--- src/rtl/mult_div_unit.sv ---
// Iterative MULT/MULTU/DIV/DIVU unit with HI/LO registers.
// Shift-add multiply, restoring divide on magnitudes, followed by a sign-correction cycle.
module mult_div_unit #(
    parameter int unsigned WIDTH = 32
) (
    input  logic             clk,
    input  logic             reset,
    input  logic             start,
    input  logic [1:0]       op,
    input  logic [WIDTH-1:0] operand_a,
    input  logic [WIDTH-1:0] operand_b,
    input  logic             hi_we,
    input  logic             lo_we,
    input  logic [WIDTH-1:0] wdata,
    output logic             busy,
    output logic             done,
    output logic [WIDTH-1:0] hi,
    output logic [WIDTH-1:0] lo
);

    localparam int unsigned CW = $clog2(WIDTH);

    typedef enum logic [1:0] {IDLE, RUN, FIX} state_t;

    state_t           state;
    logic             div_q;
    logic             neg_q;
    logic             neg_r;
    logic             div_zero;
    logic [CW-1:0]    count;
    logic [WIDTH:0]   acc;
    logic [WIDTH-1:0] q;
    logic [WIDTH-1:0] m;
    logic [WIDTH-1:0] a_raw;
    logic [WIDTH-1:0] hi_r;
    logic [WIDTH-1:0] lo_r;
    logic             done_r;

    logic             sign_a;
    logic             sign_b;
    logic [WIDTH-1:0] mag_a;
    logic [WIDTH-1:0] mag_b;
    logic [WIDTH:0]   add_sum;
    logic [WIDTH:0]   shifted;
    logic [WIDTH:0]   diff;
    logic [2*WIDTH-1:0] prod;
    logic [2*WIDTH-1:0] prod_fix;
    logic [WIDTH-1:0] quot_fix;
    logic [WIDTH-1:0] rem_fix;

    always_comb begin
        sign_a   = ~op[0] & operand_a[WIDTH-1];
        sign_b   = ~op[0] & operand_b[WIDTH-1];
        mag_a    = sign_a ? ('0 - operand_a) : operand_a;
        mag_b    = sign_b ? ('0 - operand_b) : operand_b;
        // Multiply: add multiplicand when the current multiplier LSB is set.
        add_sum  = acc + {1'b0, (q[0] ? m : '0)};
        // Divide: the extra accumulator bit keeps the trial subtraction from overflowing.
        shifted  = {acc[WIDTH-1:0], q[WIDTH-1]};
        diff     = shifted - {1'b0, m};
        prod     = {acc[WIDTH-1:0], q};
        prod_fix = neg_q ? ('0 - prod) : prod;
        quot_fix = neg_q ? ('0 - q) : q;
        rem_fix  = neg_r ? ('0 - acc[WIDTH-1:0]) : acc[WIDTH-1:0];
    end

    always_ff @(posedge clk) begin
        if (reset) begin
            state    <= IDLE;
            div_q    <= 1'b0;
            neg_q    <= 1'b0;
            neg_r    <= 1'b0;
            div_zero <= 1'b0;
            count    <= '0;
            acc      <= '0;
            q        <= '0;
            m        <= '0;
            a_raw    <= '0;
            hi_r     <= '0;
            lo_r     <= '0;
            done_r   <= 1'b0;
        end else begin
            done_r <= 1'b0;
            case (state)
                IDLE: begin
                    if (hi_we) hi_r <= wdata;
                    if (lo_we) lo_r <= wdata;
                    if (start) begin
                        div_q    <= op[1];
                        neg_q    <= sign_a ^ sign_b;
                        neg_r    <= sign_a;
                        div_zero <= (operand_b == '0);
                        a_raw    <= operand_a;
                        count    <= '0;
                        acc      <= '0;
                        m        <= op[1] ? mag_b : mag_a;
                        q        <= op[1] ? mag_a : mag_b;
                        state    <= RUN;
                    end
                end
                RUN: begin
                    if (div_q) begin
                        if (!diff[WIDTH]) begin
                            acc <= diff;
                            q   <= {q[WIDTH-2:0], 1'b1};
                        end else begin
                            acc <= shifted;
                            q   <= {q[WIDTH-2:0], 1'b0};
                        end
                    end else begin
                        acc <= {1'b0, add_sum[WIDTH:1]};
                        q   <= {add_sum[0], q[WIDTH-1:1]};
                    end
                    count <= count + 1'b1;
                    if (count == CW'(WIDTH - 1)) state <= FIX;
                end
                FIX: begin
                    if (div_q) begin
                        if (div_zero) begin
                            lo_r <= '1;
                            hi_r <= a_raw;
                        end else begin
                            lo_r <= quot_fix;
                            hi_r <= rem_fix;
                        end
                    end else begin
                        hi_r <= prod_fix[2*WIDTH-1:WIDTH];
                        lo_r <= prod_fix[WIDTH-1:0];
                    end
                    done_r <= 1'b1;
                    state  <= IDLE;
                end
                default: state <= IDLE;
            endcase
        end
    end

    assign busy = (state != IDLE);
    assign done = done_r;
    assign hi   = hi_r;
    assign lo   = lo_r;

endmodule
--- config.mk ---
export PLATFORM = sky130hd
export DESIGN_NAME = mult_div_unit
export DESIGN_NICKNAME = d
export VERILOG_FILES = /design/src/rtl/mult_div_unit.sv
export SDC_FILE = /design/constraint.sdc
export NUM_CORES = 1
export LEC_CHECK = 0
export CORE_UTILIZATION = 60
export DETAILED_ROUTE_END_ITERATION = 8
export GPL_TIMING_DRIVEN = 1
export PLACE_DENSITY = 0.91
export SETUP_SLACK_MARGIN = 0.15
export SLEW_MARGIN = 20
export SYNTH_ARGS = -nofsm -noshare
export SYNTH_HDL_FRONTEND = slang
export SYNTH_SLANG_ARGS = --single-unit
--- constraint.sdc ---
create_clock -name clk -period 7.3 [get_ports clk]
set_clock_uncertainty 0.15 [all_clocks]
set_input_delay 1.46 -clock clk [delete_from_list [all_inputs] [get_ports clk]]
set_output_delay 1.46 -clock clk [all_outputs]
set_load 0.05 [all_outputs]
==> flow_metrics.py <==
metrics = {
    "placed_design": {
        "dp.cells": 2708,
        "dp_hpwl_um": 49400,
        "routabilityCongestion": 1.01,
        "port_buffers": 168,
    },
    "floorplanning": {
        "num_rows": 61,
        "die_w_um": 170,
        "die-area_um2": 28800,
        "start_util_pct": 60.9,
        "ios": 169,
        "core_um2": 27700,
        "die-height_um": 170,
    },
    "cts": {
        "clkLatencyLatePin_ps": 550,
        "htree_levels": 1,
        "cts.sinks": 205,
        "cts_tree": "built",
        "hold_buffers": 0,
        "ctsLongestPathBuffers": 3,
        "root_buffer": "clkbuf_16",
        "cts_buffers": 24,
        "cts_resized": 0,
        "clk_pin_slew_worst_paths_ps": 70,
        "post_cts_buffers": 0,
    },
    "critical_path": {
        "crit_arrival_ps": 5140,
        "worst-path-max-fanout": 29,
        "crit_path_end_kind": "flip-flop",
        "cpPeakStageDelay_ps": 680,
        "worstSetupPathType": "flip-flop to flip-flop",
        "startpoint_type": "flip-flop",
        "worstPathCellList": "ha_1 -> nor2b_1 -> o31ai_1 -> a211oi_1 -> o21ai_0 -> a21o_1 -> a31oi_1 -> a21o_1 -> a21o_1 -> ha_1 -> buf_4 -> mux2_2 -> a211oi_1 -> nor3_1",
        "crit_required_ps": 7560,
        "worst-path-buf-inv": 1,
        "cp_top_family": "compound AO/OA/AOI/OAI gates",
        "cpMostUsedCell": "a21o_1",
        "cpMaxStageDelayCell": "ha_1",
    },
    "routing": {
        "routed_wl_um": 65900,
        "vias_per_cell": 6.78,
        "drc": 0,
        "ant_nets": 0,
        "vias": 18700,
        "wl_per_cell_um": 24.0,
        "first_pass_iters": 6,
        "first_iter_violations": 2723,
    },
    "cells_and_area": {
        "stdcell_count": 2753,
        "fin_nets": 2532,
        "syn2layout_area_growth_pct": 15.1,
        "drive_gt1_share_pct": 5.43,
        "nFillCells": 2340,
        "post-route-util_pct": 70.0,
    },
    "outcome": {
        "status": "complete, no violations",
    },
    "synthesis": {
        "synth.net_count": 2492,
        "yosysSeqAreaShare_pct": 24.3,
        "synth_enable_flop_cells": 0,
        "ys.warnings.count": 0,
        "synthCells": 2316,
        "ys.flop_type": "dfxtp_1",
        "ys_types": 93,
        "synth_seq_cells": 205,
        "synth.avg_cell_area_um2": 7.28,
        "async_flop_share_pct": 0,
        "syn_area_um2": 16900,
    },
    "timing": {
        "finalCritPeriodShare_pct": 66.8,
        "fin_tns_setup_ps": 0,
        "worst_pin_slew_ps": 1070,
        "setup_viol": 0,
        "rsz0062_at_grt": "no",
        "report.final.slew_viol_count": 0,
        "hold_viol": 0,
        "period_needed_ps": 4880,
        "slew_headroom_pct": 28.1,
        "fmax_mhz": 205,
    },
    "flow_run": {
        "cap_violations": 0,
    },
    "global_route": {
        "grt_pass1_vias": 17100,
        "grtUsageTotal_pct": 44.7,
        "overflow": 0,
        "met1_usage_pct": 57.4,
        "top_usage_layer": "met2",
        "antenna_found_initial": 1,
        "grt_start_max_net_pins": 89,
        "use_met3_pct": 8.77,
        "grt_pass1_wl_um": 99200,
        "met2_usage_pct": 70.5,
    },
    "power_and_ir_drop": {
        "static-leakage-power_uw": 0.00738,
        "ir_drop_mv": 0.175,
        "power_density_nw_per_um2": 195,
    },
    "hold_path": {
        "hp-class": "flip-flop to flip-flop",
    },
}
placed cells by master (no fill, tap or decap), types with 10 or more instances in the layout:
cell type and count:
a211oi_1 72, a21o_1 33, a21oi_1 237, a221oi_1 11
a22oi_1 10, a31oi_1 20, and3_1 13, buf_4 27
clkbuf_16 24, clkdlybuf4s50_1 166, dfxtp_1 203, ha_1 71
inv_1 74, mux2i_1 63, nand2_1 277, nand2b_1 25
nand3_1 29, nand4_1 13, nor2_1 244, nor2b_1 10
nor3_1 45, nor4_1 11, o211ai_1 56, o21ai_0 139
o221ai_1 26, o22ai_1 20, o31ai_1 31, o41ai_1 11
or3_1 31, or4_1 12, xnor2_1 116, xor2_1 72
final cells by class:
type	instances	area (µm²)	area share, %
Clock buffer	31	677	3.49
Multi-Input combinational cell	1856	11800	60.8
Antenna cell	1	2.50	0.0129
Tap cell	378	473	2.44
Clock inverter	13	191	0.987
Timing Repair Buffer	194	1870	9.63
Inverter	75	282	1.45
Sequential cell	205	4110	21.2
synthesized netlist by cell type (all sizes together), types with 63 or more instances:
cell | number | area share (%)
nand2 | 279 | 6.2
nor2 | 245 | 5.5
a21oi | 240 | 7.2
dfxtp | 205 | 24
clkbuf | 158 | 3.5
o21ai | 145 | 4.3
xnor2 | 116 | 6.0
inv | 75 | 1.7
a211oi | 73 | 3.3
xor2 | 72 | 3.7
ha | 71 | 5.3
mux2i | 63 | 3.7
report_power, final:
| group | internal, µW | leakage (µW) | switching [µW] |
|---|---|---|---|
| Clock | 802 | 0.000427 | 544 |
| Sequential | 1190 | 0.00168 | 109 |
| Combinational | 415 | 0.00527 | 728 |
metrics by stage:
| stage | worst slack [ps] | total power, µW | hold WS (ps) | instance area, µm² |
|---|---|---|---|---|
| global route | 2150 | 3890 | 327 | 19400 |
| CTS | 2600 | 3730 | 307 | 19400 |
| floorplan | 3240 | 2040 | 282 | 16900 |
| global placement | 2630 | 2400 | 291 | 18500 |
| detailed placement | 2610 | 2420 | 298 | 18500 |
| finish | 2420 | 3790 | 305 | 19400 |
sequential cells by signal (all words and copies together), names as in the netlist:
register	flops
done	1
lo	32
div_zero	1
a_raw	32
state	2
m	32
count	5
hi	32
neg_q	1
acc	33
q	32
neg_r	1
div_q	1
layer usage:
layer	share of wire, %	up-vias	routed length, µm
met1	39	8857	25700
li1	-	8416	-
met3	11	220	7050
met2	44	1160	29100
met5	0.015	-	10
met4	6.2	2	4070
worst reg2reg max path, stage by stage, from the launching register on:
cell and delay, ps:
dfxtp_1 510, ha_1 340, nor2b_1 170, o31ai_1 490, a211oi_1 200, o21ai_0 330, a21o_1 190, a31oi_1 130
a21o_1 200, a21o_1 170, ha_1 680, buf_4 470, mux2_2 390, a211oi_1 240, nor3_1 70
final timing paths:
path                                             to  slack (ps)           startpoint  depth (start not counted)
worst max register to register  acc[9]$_SDFFE_PP0P_        2420  acc[1]$_SDFFE_PP0P_                         14
worst max-delay path            acc[9]$_SDFFE_PP0P_        2420  acc[1]$_SDFFE_PP0P_                         14
worst min register to register  lo[13]$_SDFFE_PP0P_         310  lo[13]$_SDFFE_PP0P_                          2
worst min-delay path            lo[13]$_SDFFE_PP0P_         310  lo[13]$_SDFFE_PP0P_                          2
cell families (layout without fill, tap and decap cells):
logic type | after synthesis | in the layout | synth area share (%)
compound gates | 760 | 760 | 29.6
xor+xnor | 188 | 188 | 9.76
fa+ha+maj | 73 | 73 | 5.51
buf+inv | 255 | 313 | 5.82
flops | 205 | 205 | 24.3
mux | 68 | 68 | 4.07
other cells | 0 | 1 | 0
simple gates | 767 | 767 | 20.9
Note: power is estimated with default switching activity, not from simulation.
